## src/rtl/id_ex_control_pipe_pkg.sv

```systemverilog
// Package for the ID-stage main control and its EX/MEM/WB control pipeline.
// Holds the opcode and func encodings, the aluOp codes and the bubble func, plus
// the per-stage control bundles and their helper functions.
// Optional feature macro: BNE_EN adds the bne decode and the branch_ne field.
package id_ex_control_pipe_pkg;

    localparam int unsigned OPCODE_BITS = 6;
    localparam int unsigned FUNC_BITS   = 6;
    localparam int unsigned ALUOP_BITS  = 2;

    // Opcodes (instr[31:26])
    localparam logic [OPCODE_BITS-1:0] OP_RTYPE = 6'b000000;
    localparam logic [OPCODE_BITS-1:0] OP_LW    = 6'b100011;
    localparam logic [OPCODE_BITS-1:0] OP_SW    = 6'b101011;
    localparam logic [OPCODE_BITS-1:0] OP_ADDI  = 6'b001000;
    localparam logic [OPCODE_BITS-1:0] OP_SLTI  = 6'b001010;
    localparam logic [OPCODE_BITS-1:0] OP_BEQ   = 6'b000100;
    localparam logic [OPCODE_BITS-1:0] OP_BNE   = 6'b000101;

    // R-type func codes (instr[5:0])
    localparam logic [FUNC_BITS-1:0] FUNC_ADD = 6'b100000;
    localparam logic [FUNC_BITS-1:0] FUNC_SUB = 6'b100010;
    localparam logic [FUNC_BITS-1:0] FUNC_AND = 6'b100100;
    localparam logic [FUNC_BITS-1:0] FUNC_NOR = 6'b100111;
    localparam logic [FUNC_BITS-1:0] FUNC_OR  = 6'b100101;
    localparam logic [FUNC_BITS-1:0] FUNC_SLT = 6'b101010;
    localparam logic [FUNC_BITS-1:0] FUNC_NOP = 6'b000000;

    // A bubble still hands the ALU decoder a well-defined ADD.
    localparam logic [FUNC_BITS-1:0] FUNC_BUBBLE = FUNC_ADD;

    // 2'b11 is reserved and never driven.
    typedef enum logic [ALUOP_BITS-1:0] {
        AluOpFunc = 2'b00,
        AluOpAdd  = 2'b01,
        AluOpSub  = 2'b10
    } alu_op_e;

    // Full control bundle held in the EX stage.
    typedef struct packed {
        alu_op_e              alu_op;
        logic [FUNC_BITS-1:0] func;
        logic                 reg_dst;
        logic                 alu_src;
        logic                 mem_read;
        logic                 mem_write;
        logic                 branch;
`ifdef BNE_EN
        logic                 branch_ne;
`endif
        logic                 reg_write;
        logic                 mem_to_reg;
    } ex_ctrl_t;

    // Controls still needed once the instruction has left EX.
    typedef struct packed {
        logic mem_read;
        logic mem_write;
        logic branch;
`ifdef BNE_EN
        logic branch_ne;
`endif
        logic reg_write;
        logic mem_to_reg;
    } mem_ctrl_t;

    typedef struct packed {
        logic reg_write;
        logic mem_to_reg;
    } wb_ctrl_t;

    function automatic ex_ctrl_t bubble_ctrl();
        ex_ctrl_t c;
        c      = '0;
        c.func = FUNC_BUBBLE;
        return c;
    endfunction

    function automatic mem_ctrl_t to_mem(input ex_ctrl_t e);
        mem_ctrl_t m;
        m.mem_read   = e.mem_read;
        m.mem_write  = e.mem_write;
        m.branch     = e.branch;
`ifdef BNE_EN
        m.branch_ne  = e.branch_ne;
`endif
        m.reg_write  = e.reg_write;
        m.mem_to_reg = e.mem_to_reg;
        return m;
    endfunction

    function automatic wb_ctrl_t to_wb(input mem_ctrl_t m);
        wb_ctrl_t w;
        w.reg_write  = m.reg_write;
        w.mem_to_reg = m.mem_to_reg;
        return w;
    endfunction

    function automatic logic is_legal_func(input logic [FUNC_BITS-1:0] f);
        case (f)
            FUNC_ADD, FUNC_SUB, FUNC_AND, FUNC_NOR, FUNC_OR, FUNC_SLT: return 1'b1;
            default:                                                   return 1'b0;
        endcase
    endfunction

endpackage

```

## src/rtl/id_ex_control_pipe_decoder.sv

```systemverilog
// Main decoder: purely combinational opcode/func -> EX control bundle plus illegal flag.
// Ports:
//   opcode_i   instr[31:26]
//   func_i     instr[5:0]
//   ctrl_o     decoded control bundle (bubble when illegal or R-type nop)
//   illegal_o  unsupported opcode or R-type func
// Optional feature macro: BNE_EN decodes bne; without it bne is illegal.
module id_ex_control_pipe_decoder
    import id_ex_control_pipe_pkg::*;
(
    input  logic [OPCODE_BITS-1:0] opcode_i,
    input  logic [FUNC_BITS-1:0]   func_i,
    output ex_ctrl_t               ctrl_o,
    output logic                   illegal_o
);

    // Non-R instructions leave func at the bubble value; the ALU decoder ignores it
    // for aluOp 01/10 but still sees a defined encoding.
    always_comb begin
        ctrl_o    = bubble_ctrl();
        illegal_o = 1'b0;
        case (opcode_i)
            OP_RTYPE: begin
                if (is_legal_func(func_i)) begin
                    ctrl_o.alu_op    = AluOpFunc;
                    ctrl_o.func      = func_i;
                    ctrl_o.reg_dst   = 1'b1;
                    ctrl_o.reg_write = 1'b1;
                end else if (func_i != FUNC_NOP) begin
                    illegal_o = 1'b1;
                end
            end
            OP_LW: begin
                ctrl_o.alu_op     = AluOpAdd;
                ctrl_o.alu_src    = 1'b1;
                ctrl_o.mem_read   = 1'b1;
                ctrl_o.mem_to_reg = 1'b1;
                ctrl_o.reg_write  = 1'b1;
            end
            OP_SW: begin
                ctrl_o.alu_op    = AluOpAdd;
                ctrl_o.alu_src   = 1'b1;
                ctrl_o.mem_write = 1'b1;
            end
            OP_ADDI: begin
                ctrl_o.alu_op    = AluOpAdd;
                ctrl_o.alu_src   = 1'b1;
                ctrl_o.reg_write = 1'b1;
            end
            OP_SLTI: begin
                ctrl_o.alu_op    = AluOpSub;
                ctrl_o.alu_src   = 1'b1;
                ctrl_o.reg_write = 1'b1;
            end
            OP_BEQ: begin
                ctrl_o.alu_op = AluOpSub;
                ctrl_o.branch = 1'b1;
            end
`ifdef BNE_EN
            OP_BNE: begin
                ctrl_o.alu_op    = AluOpSub;
                ctrl_o.branch_ne = 1'b1;
            end
`endif
            default: illegal_o = 1'b1;
        endcase
    end

endmodule

```

## src/rtl/id_ex_control_pipe.sv

```systemverilog
// ID-stage main control plus the ID/EX, EX/MEM and MEM/WB control pipeline registers.
// Per edge the priority is reset > flush > stall > normal advance. Every output is a flop.
// Ports:
//   clk, reset          clock; synchronous active-high reset
//   id_valid            ID holds a real instruction
//   id_opcode, id_func  instruction fields in ID
//   stall               load-use hazard: bubble into EX, older stages advance
//   flush               taken branch: bubble into EX and MEM, WB advances
//   ex_*                EX-stage controls (ex_illegal is a one-cycle pulse)
//   mem_*               MEM-stage controls
//   wb_*                WB-stage controls
// Optional feature macro: BNE_EN adds bne decode and the mem_branchNe output.
module id_ex_control_pipe
    import id_ex_control_pipe_pkg::*;
#(
    parameter int unsigned OP_W    = 6,
    parameter int unsigned FUNC_W  = 6,
    parameter int unsigned ALUOP_W = 2
) (
    input  logic               clk,
    input  logic               reset,
    input  logic               id_valid,
    input  logic [OP_W-1:0]    id_opcode,
    input  logic [FUNC_W-1:0]  id_func,
    input  logic               stall,
    input  logic               flush,
    output logic [ALUOP_W-1:0] ex_aluOp,
    output logic [FUNC_W-1:0]  ex_func,
    output logic               ex_regDst,
    output logic               ex_aluSrc,
    output logic               ex_illegal,
    output logic               mem_memRead,
    output logic               mem_memWrite,
    output logic               mem_branch,
`ifdef BNE_EN
    output logic               mem_branchNe,
`endif
    output logic               wb_regWrite,
    output logic               wb_memToReg
);

    ex_ctrl_t  dec_ctrl;
    logic      dec_illegal;

    ex_ctrl_t  ex_q, ex_d;
    logic      ex_illegal_q, ex_illegal_d;
    mem_ctrl_t mem_q, mem_d;
    wb_ctrl_t  wb_q, wb_d;

    id_ex_control_pipe_decoder u_decoder (
        .opcode_i  (id_opcode),
        .func_i    (id_func),
        .ctrl_o    (dec_ctrl),
        .illegal_o (dec_illegal)
    );

    always_comb begin
        ex_d         = bubble_ctrl();
        ex_illegal_d = 1'b0;
        mem_d        = to_mem(ex_q);
        wb_d         = to_wb(mem_q);
        if (flush) begin
            // Kill both the instruction leaving ID and the one leaving EX.
            mem_d = '0;
        end else if (stall) begin
            // EX takes a bubble; ID is held upstream, older stages drain normally.
        end else if (id_valid) begin
            if (dec_illegal) begin
                ex_illegal_d = 1'b1;
            end else begin
                ex_d = dec_ctrl;
            end
        end
    end

    always_ff @(posedge clk) begin
        if (reset) begin
            ex_q         <= bubble_ctrl();
            ex_illegal_q <= 1'b0;
            mem_q        <= '0;
            wb_q         <= '0;
        end else begin
            ex_q         <= ex_d;
            ex_illegal_q <= ex_illegal_d;
            mem_q        <= mem_d;
            wb_q         <= wb_d;
        end
    end

    assign ex_aluOp     = ex_q.alu_op;
    assign ex_func      = ex_q.func;
    assign ex_regDst    = ex_q.reg_dst;
    assign ex_aluSrc    = ex_q.alu_src;
    assign ex_illegal   = ex_illegal_q;
    assign mem_memRead  = mem_q.mem_read;
    assign mem_memWrite = mem_q.mem_write;
    assign mem_branch   = mem_q.branch;
`ifdef BNE_EN
    assign mem_branchNe = mem_q.branch_ne;
`endif
    assign wb_regWrite  = wb_q.reg_write;
    assign wb_memToReg  = wb_q.mem_to_reg;

endmodule

```

## config.mk

```make
export PLATFORM = sky130hd
export DESIGN_NAME = id_ex_control_pipe
export DESIGN_NICKNAME = d
export VERILOG_FILES = /design/src/rtl/id_ex_control_pipe_pkg.sv /design/src/rtl/id_ex_control_pipe_decoder.sv /design/src/rtl/id_ex_control_pipe.sv
export SDC_FILE = /design/constraint.sdc
export NUM_CORES = 1
export LEC_CHECK = 0
export CAP_MARGIN = 30
export CORE_MARGIN = 3
export CORE_UTILIZATION = 40
export CTS_BUF_LIST = sky130_fd_sc_hd__clkbuf_16
export DETAILED_ROUTE_END_ITERATION = 10
export HOLD_SLACK_MARGIN = 0.12
export PLACE_DENSITY = 0.73
export SETUP_SLACK_MARGIN = 0.3
export SYNTH_ARGS = -nofsm -noshare
export SYNTH_HDL_FRONTEND = slang
export SYNTH_SLANG_ARGS = --single-unit
```

## constraint.sdc

```tcl
create_clock -name clk -period 2.9 [get_ports clk]
set_input_delay 0.87 -clock clk [delete_from_list [all_inputs] [get_ports clk]]
set_output_delay 0.87 -clock clk [all_outputs]
set_load 0.02 [all_outputs]
```

==> key figures <==
Synth
  • Synth Register Bits: 21
  • Yosys cell types: 30
  • Syn. warnings: 0
  • Main synth FF type: dfxtp_1
  • Top post-synthesis cells by area: dfxtp_1, buf_4, and2_1
  • Synth top cells by count: dfxtp_1, and2_1, buf_4, nor2_1, nor3_1
  • Post-synth top area share: 0.5333
  • Gate Count Post-Synth: 75
  • Synthesized area per cell: 10.51 µm²
  • Cell area after synthesis: around 800 µm²
  • Area leader, netlist: dfxtp_1
  • Sequential-to-total area share from yosys stat: 0.5333
  • Most common cell in the synthesized netlist: dfxtp_1
  • Count of flip-flops with a built-in enable after synthesis: 0
  • Syn_nets: 92
  • Async S/R FF share, synth: 0

Final layout
  • Fin nets: around 120
  • Layout cells sized above 1: 0.07692
  • Storage cell area: 420.4 µm²
  • Final Core Density: 0.6451
  • Footprint of the multi-input gates: ~290 µm²
  • Area growth from synthesis to layout: 47.46%
  • Diodes inserted: 0
  • Fillcell total: around 160

STA
  • Slew Limit Fails: 0
  • Fin crit share: 0.8350
  • Setup TNS: 0 ns
  • Minimum clock period: approximately 2.4 ns
  • Final Hold Vio Count: 0
  • RSZ-0062 raised after global routing: false
  • Worst Clk Skew: between 0.001 and 0.0015 ns
  • Final setup violation count: 0
  • Maximum clock rate: about 0.41 GHz

Setup path
  • Buffer and inverter count on the worst path: 1
  • CP Max Fanout: 5
  • Crit Path Category: in -> reg
  • Startpoint types: primary input
  • WP data required: roughly 3 ns
  • Slowest cell on the critical path: or4b_4
  • CP arrival: ~2.6 ns
  • Crit path max-delay family: simple AND/OR/NAND/NOR gates
  • CP peak stage delay: 0.58 ns
  • Setup crit end kind: flop
  • Critical-path cell list: clkdlybuf4s50_1, or4b_4, or2_0, nor3b_4, and2_1

Die
  • Die ar.: 0.002539 mm²
  • Placeable Area: approximately 0.0018 mm²
  • Rows: 15
  • Die Ht: between 50 and 60 µm
  • Boundary pin count: 33
  • Die width: between 50 and 60 µm
  • Starting Density: 0.4375

Place
  • GP Congestion: 0.8769
  • DP Wirelength: approximately 1100 µm
  • Number of port buffers: 32

Power and ir drop
  • LEAKAGE: between 0.4 and 0.5 nW
  • Power Density: 527.5 mW/mm²
  • Flop pwr share: 0.475
  • Sw Pwr: between 0.1 and 0.15 mW
  • Clock Power Share: 0.443
  • Design internal power: 0.5038 mW
  • Logic gate share of total power: 0.081
  • Peak VDD IR: ~260 µV
  • Net Sw Frac: 0.1783

Clocking
  • Post-CTS Setup Inserts: 0
  • Clock sinks: 21
  • Post-cts sizing count: 0
  • H-tree Lvls: 1
  • Hold-fix buffers, CTS: 0
  • Clk buf depth: 2
  • Root buf cell: clkbuf_16
  • Reg clk slew, reported paths: roughly 0.05 ns
  • Num CTS Buffers: 3
  • CTS tree: yes
  • Clock Latency Late Sink: between 0.2 and 0.25 ns

Global route
  • Initial antenna violation count: 0
  • Vias in the first global route: about 540
  • Gr usage total: 0.1194
  • Largest net degree at the start of global routing: 12
  • Global route overflow: 0
  • First-pass GRT wire length: 2290 µm

Outcome
  • Status: complete, no violations

Drt
  • First-pass DRT Iterations: 4
  • Routed wire length per instance: around 11 µm
  • Final wirelength: 1460 µm
  • DRT iter0 DRCs: 2
  • Via Count: a little over 600
  • Residual DRC count: 0
  • Vias/cell: around 4.7
  • Antenna Nets Post-Route: 0

Run
  • Max-cap viol count: 0

Min path
  • Worst hold path class: reg -> reg
[kinds of logic after synthesis]
| kind of cell | Yosys count | synth area share |
|---|---|---|
| DFF | 21 | 0.5333 |
| other | 2 | 0.009527 |
| buffers and inverters | 11 | 0.09999 |
| and+or+nand+nor | 32 | 0.2698 |
| muxes | 1 | 0.01270 |
| AOI/OAI and AO/OA | 8 | 0.07462 |
[power groups by stage]
stage	Clock (mW)	Combinational (mW)	Sequential [mW]
global placement	0	0.0489	0.297
finish	0.272	0.0499	0.291
detailed placement	0	0.0493	0.298
floorplan	0	0.0171	0.298
CTS	0.279	0.0498	0.291
global route	0.293	0.0536	0.291
[sequential cells by signal (all words and copies together), names as in the netlist]
signal,cells
mem_branch,1
ex_func,6
mem_q,2
ex_aluOp,2
ex_q,4
mem_memWrite,1
ex_aluSrc,1
wb_memToReg,1
ex_regDst,1
wb_regWrite,1
ex_illegal,1
[placed cells by master (no fill, tap or decap), types with 2 or more instances in the layout]
master | synthesis | routed
a21oi_1 | 2 | 2
and2_1 | 9 | 9
and2b_1 | 2 | 2
buf_4 | 8 | 2
clkbuf_16 | 0 | 3
clkdlybuf4s50_1 | 0 | 32
conb_1 | 2 | 2
dfxtp_1 | 21 | 21
inv_1 | 1 | 2
nand2b_1 | 2 | 2
nor2_1 | 3 | 3
nor3_1 | 3 | 3
nor4_1 | 2 | 2
or3_1 | 2 | 2
[area by class of cell]
| cell class | instances | area share |
|---|---|---|
| Multi-Input combinational cell | 43 | 0.2487 |
| Inverter | 2 | 0.006459 |
| Sequential cell | 21 | 0.3617 |
| Clock inverter | 1 | 0.003229 |
| Clock buffer | 3 | 0.06459 |
| Tap cell | 25 | 0.02691 |
| Timing Repair Buffer | 34 | 0.2885 |
[per-layer routing]
metal  wire (µm)  GRT usage  up-vias  part of all wire
li1            -          -      305                 -
met1         620     0.1337      285              0.42
met2         750     0.1978       19              0.51
met3          67    0.02077        2             0.046
met4          21    0.09417        0             0.014
met5           0          0        -                 0
[stage by stage]
step / instance area, µm² / setup WS, ns / total power [mW] / std cells / hold slack, ns
finish: 1162 / 0.4784 / 0.6132 / 129 / 0.4227
global route: 1162 / 0.4004 / 0.6375 / 129 / 0.4407
CTS: 1162 / 0.4750 / 0.6203 / 129 / 0.4246
detailed placement: 1084 / 0.2495 / 0.3468 / 125 / 0.4122
global placement: 1084 / 0.2824 / 0.3463 / 125 / 0.4074
floorplan: 788.3 / 0.7453 / 0.3151 / 75 / 0.4057
[worst paths after layout]
path / start / endpoint / slack [ns] / depth (start not counted)
max: reset / ex_func[1] / 0.48 / 5
min: ex_q[2] / mem_branch / 0.42 / 1
max reg2reg: mem_q[0] / wb_memToReg / 2.35 / 1
min reg2reg: ex_q[2] / mem_branch / 0.42 / 1
(Power assumes the default switching activity.)
